**src/rtl/mem_arbiter.sv**
```systemverilog
// Two-port (fetch / data) arbiter in front of a single-ported synchronous memory.
// Each access runs IDLE -> ACCESS -> RESP; data has priority unless fetch has waited MAX_WAIT grants.
module mem_arbiter #(
   parameter int MAX_WAIT = 3
) (
   input  logic        clk,
   input  logic        reset,
   input  logic        if_req,
   input  logic [31:0] if_addr,
   output logic        if_gnt,
   output logic        if_rvalid,
   output logic [31:0] if_rdata,
   input  logic        d_req,
   input  logic        d_we,
   input  logic [31:0] d_addr,
   input  logic [31:0] d_wdata,
   output logic        d_gnt,
   output logic        d_rvalid,
   output logic [31:0] d_rdata,
   output logic [31:0] read_address,
   output logic [31:0] write_data,
   output logic        write_mem,
   input  logic [31:0] read_data,
   output logic        busy
);
   localparam int CW = (MAX_WAIT < 1) ? 1 : $clog2(MAX_WAIT + 1);
   localparam logic [CW-1:0] MAX_CNT = CW'(MAX_WAIT);

   typedef enum logic [1:0] {IDLE = 2'd0, ACCESS = 2'd1, RESP = 2'd2} state_t;

   state_t        state_q, state_d;
   logic [CW-1:0] wait_cnt_q, wait_cnt_d;
   logic          owner_q, owner_d;        // 1 = data port owns the access
   logic          we_q, we_d;
   logic [31:0]   addr_q, addr_d;
   logic [31:0]   wdata_q, wdata_d;
   logic          if_rvalid_q, if_rvalid_d;
   logic          d_rvalid_q, d_rvalid_d;
   logic          fetch_wins;

   always_comb begin
      state_d     = state_q;
      wait_cnt_d  = wait_cnt_q;
      owner_d     = owner_q;
      we_d        = we_q;
      addr_d      = addr_q;
      wdata_d     = wdata_q;
      if_rvalid_d = 1'b0;
      d_rvalid_d  = 1'b0;
      if_gnt      = 1'b0;
      d_gnt       = 1'b0;
      fetch_wins  = if_req && (!d_req || wait_cnt_q == MAX_CNT);
      unique case (state_q)
         IDLE: begin
            // Grants are gated by reset so every output is low while it is held.
            if (reset && (if_req || d_req)) begin
               state_d = ACCESS;
               if (fetch_wins) begin
                  if_gnt     = 1'b1;
                  owner_d    = 1'b0;
                  addr_d     = if_addr;
                  we_d       = 1'b0;
                  wdata_d    = '0;
                  wait_cnt_d = '0;
               end else begin
                  d_gnt   = 1'b1;
                  owner_d = 1'b1;
                  addr_d  = d_addr;
                  we_d    = d_we;
                  wdata_d = d_wdata;
                  if (!if_req)                   wait_cnt_d = '0;
                  else if (wait_cnt_q != MAX_CNT) wait_cnt_d = wait_cnt_q + CW'(1);
               end
            end
         end
         ACCESS: begin
            state_d     = RESP;
            if_rvalid_d = ~owner_q;
            d_rvalid_d  = owner_q;
         end
         RESP:    state_d = IDLE;
         default: state_d = IDLE;
      endcase
   end

   always_ff @(posedge clk or negedge reset) begin
      if (!reset) begin
         state_q     <= IDLE;
         wait_cnt_q  <= '0;
         owner_q     <= 1'b0;
         we_q        <= 1'b0;
         addr_q      <= '0;
         wdata_q     <= '0;
         if_rvalid_q <= 1'b0;
         d_rvalid_q  <= 1'b0;
      end else begin
         state_q     <= state_d;
         wait_cnt_q  <= wait_cnt_d;
         owner_q     <= owner_d;
         we_q        <= we_d;
         addr_q      <= addr_d;
         wdata_q     <= wdata_d;
         if_rvalid_q <= if_rvalid_d;
         d_rvalid_q  <= d_rvalid_d;
      end
   end

   // Memory side is only driven during ACCESS; read_data lands in RESP.
   assign busy         = (state_q != IDLE);
   assign read_address = (state_q == ACCESS) ? addr_q  : '0;
   assign write_data   = (state_q == ACCESS) ? wdata_q : '0;
   assign write_mem    = (state_q == ACCESS) && we_q;
   assign if_rvalid    = if_rvalid_q;
   assign d_rvalid     = d_rvalid_q;
   assign if_rdata     = if_rvalid_q ? read_data : '0;
   assign d_rdata      = (d_rvalid_q && !we_q) ? read_data : '0;
endmodule

```
**config.mk**
```make
export PLATFORM = sky130hd
export DESIGN_NAME = mem_arbiter
export DESIGN_NICKNAME = d
export VERILOG_FILES = /design/src/rtl/mem_arbiter.sv
export SDC_FILE = /design/constraint.sdc
export NUM_CORES = 1
export LEC_CHECK = 0
export CAP_MARGIN = 20
export CORE_MARGIN = 1.5
export CORE_UTILIZATION = 35
export CTS_BUF_LIST = sky130_fd_sc_hd__clkbuf_16
export CTS_CLUSTER_SIZE = 10
export DETAILED_ROUTE_END_ITERATION = 6
export GPL_ROUTABILITY_DRIVEN = 1
export PLACE_DENSITY = 0.78
export SKIP_LAST_GASP = 1
export SLEW_MARGIN = 20
export SYNTH_ARGS = -nofsm -noshare
export SYNTH_HDL_FRONTEND = slang
export SYNTH_SLANG_ARGS = --single-unit
```
**constraint.sdc**
```tcl
create_clock -name clk -period 2 [get_ports clk]
set_input_delay 0.4 -clock clk [delete_from_list [all_inputs] [get_ports clk]]
set_output_delay 0.4 -clock clk [all_outputs]
set_load 0.02 [all_outputs]
```
==> results.md <==
* GRT overflow at 0
* Syn_area_per_cell at 10.67 sq um
* DRT antenna net count at 0
* Worst r2r dst: wdata_q[13]$_DFFE_PN0P_
* Port-buffer cells at 266
* EDFF count, synth at 0
* Worst-case clock buffer depth at 2
* Num ports at 267
* Initial core utilization at 36.12%
* Fin nets at 752
* Worst clock skew at 7.319 ps
* Cells after DPL at 738
* Final Hold Vio Count at 0
* Clock-pin transition on the worst setup and hold timing paths at 50 ps
* Post-DP HPWL at 9.930 mm
* Row cnt at 37
* Diode count at 0
* MaxCap Viol Count at 0
* Pwr Density at 786.7 nW/um^2
* Post-route insts no fill at 759
* DR vias/cell at 5.003
* Reg-to-reg startpoint: state_q[0]$_DFFE_PN0P_
* Initial DRC count at 194
* CTS sink cnt at 72
* WP data arrival at 1540 ps
* P_leak at 3.584 nW
* Max Clk Rate at 516.7 MHz
* Synth unique cells at 21
* Worst-path cell chain: nor2b_4 -> buf_4 -> buf_16 -> and2_1 -> buf_2
* H-Tree Depth at 3
* Post-Route WL at 13.37 mm
* Place WS at -291.0 ps
* Final period util at 96.77%
* Initial antenna violation count at 0
* Clock root cell: clkbuf_16
* Synthesized net count at 485
* Critical path endpoint: read_address[16]
* Flops & latches, synth at 72
* Most frequent cells in the layout: 133 x clkdlybuf4s50_1, 132 x and2_1, 71 x dfrtp_1
* Overall routing resource usage at 23.14%
* Number of global-route vias before repair at 3912
* CP endpoint kind: primary output
* DIE AREA at 11330 sq um
* Crit start category: flop
* Synth async-reset ratio at 100.0%
* Worst vdd ir at 485.9 uV
* Tmin final at 1935 ps
* Fill count at 868
* Worst-margin pin slew at 532.9 ps
* Data required, critical path at 1600 ps
* Mapped Cells at 351
* Register area share after synthesis at 48.10%
* Initial DRT Pass Iterations at 5
* Area leader, netlist: dfrtp_1
* Hold crit path type: input port to async pin
* Fraction of final layout cells sized beyond drive strength 1 at 19.74%
* Wire length per cell at 17.62 um
* Gpl congestion at 0.8475
* Final worst setup slack at 64.54 ps
* CP peak stage delay at 450 ps
* Drc violations at 0
* Critical Path Fanout Max at 20
* Area delta synth->final at 76.59%
* Fin. max-slew vios at 0
* Final Setup Violations at 0
* Die Width at 106.5 um
* Top_reg_cell synth: dfrtp_1
* Worst skew pair latency at 330 ps
* CTS buffer count at 9
* Final Util at 63.79%
* Worst setup startpoint: state_q[1]$_DFFE_PN0P_
* Synthesized cell area at 3746 sq um
* Leading post-synthesis cells by cell area: dfrtp_1 48%, and2_1 22%, a221o_1 8.6%, a22o_1 7.9%, and3_1 5.5%
* Core footprint at 10370 sq um
* Worst slew margin at 64.47%
* Reg2Reg Setup Slack at 200 ps
* Slowest cell on crit path: dfrtp_2
* Yosys top cell area share at 48.10%
* Crit Path Class: flop to primary output
* Synth warn at 0
* Most common cell after layout, fill and taps aside: clkdlybuf4s50_1
* Reg2reg path depth at 6
* Maximum number of pins on one net before global-route repair at 42
* Status: finished, final reports clean
* RSZ-0062 raised after global routing: yes
* First-pass GRT wire length at 20.15 mm
* Die height at 106.5 um
* Via count at 3797
* CTS tree: done
[metrics by stage]
| stage | hold slack [ps] | setup TNS, ps | total power, mW | cell area [sq um] |
|---|---|---|---|---|
| 4_1_cts | 98.66 | -101.2 | 5.267 | 6743 |
| 6_report | 93.42 | 0 | 5.204 | 6615 |
| 2_1_floorplan | 104.4 | 0 | 2.680 | 3746 |
| 3_3_place_gp | 315.9 | -7775 | 3.482 | 6620 |
| 5_1_grt | 130.2 | -12.73 | 5.431 | 6615 |
| 3_5_place_dp | 319.3 | -8431 | 3.525 | 6620 |
[sequential cells by signal, indices dropped and copies added (netlist names)]
name	cells
addr_q	32
wdata_q	32
state_q	2
wait_cnt_q	2
d_rvalid	1
if_rvalid	1
owner_q	1
we_q	1
[logic make-up (layout without fill, tap and decap cells)]
group           after synthesis  after routing  synth area share, %
fa+ha+maj                     1              1               0.3339
compound gates               69             69                17.03
flops                        72             72                48.10
simple gates                173            173                29.16
buf+inv                      36            308                5.377
[final cells by class]
type                            instances  area [sq um]  area share, %
Clock inverter                          7         110.1          1.664
Multi-Input combinational cell        243          1765          26.69
Clock buffer                            9         225.2          3.405
Inverter                                2         7.507         0.1135
Sequential cell                        72          1803          27.26
Tap cell                              136         170.2          2.572
Timing Repair Buffer                  290          2534          38.30
[where the power goes]
part	switching, mW	leakage, nW	internal (mW)
Combinational	0.665	2.51	0.784
Sequential	0.172	0.909	1.77
Clock	0.611	0.161	1.21
Total	1.45	3.58	3.76
[what timing repair did]
action,in CTS,in global routing
cloned,1,0
hold buffers,1,0
gates resized for setup,309,50
setup buffers,3,0
endpoints found under the hold margin,4,0
setup endpoints to repair,124,84
[synthesized netlist by cell type, drive strengths merged, types with 2 or more instances]
master and count:
clkbuf 18, inv 2, and2 132, dfrtp 72, buf 16, a22o 34
a221o 32, nor2b 3, and3 33
[metal layers]
metal  vias up  track usage, %  wire, um
met2       167           43.59      7382
met4         0           10.10       391
met1      1835           25.01      4794
met5         -               0         0
li1       1768               -         -
met3        27           4.353       804
[worst min path at each step]
stage          start                        end  slack [ps]  cells after the start
6_report       reset     addr_q[30]$_DFFE_PN0P_          90                      2
4_1_cts        reset    wdata_q[27]$_DFFE_PN0P_         100                      2
2_1_floorplan  reset      addr_q[0]$_DFFE_PN0P_         100                      0
3_3_place_gp   reset     state_q[1]$_DFFE_PN0P_         320                      2
3_5_place_dp   reset  wait_cnt_q[0]$_DFFE_PN0P_         320                      2
5_1_grt        reset    wdata_q[27]$_DFFE_PN0P_         130                      2
[critical path: cells and delay by family (launching register included)]
| family | cells | cell delay [ps] |
|---|---|---|
| buf+inv | 3 | 460 |
| flops | 1 | 450 |
| simple gates | 2 | 300 |
Note: power is estimated with default switching activity, not from simulation.
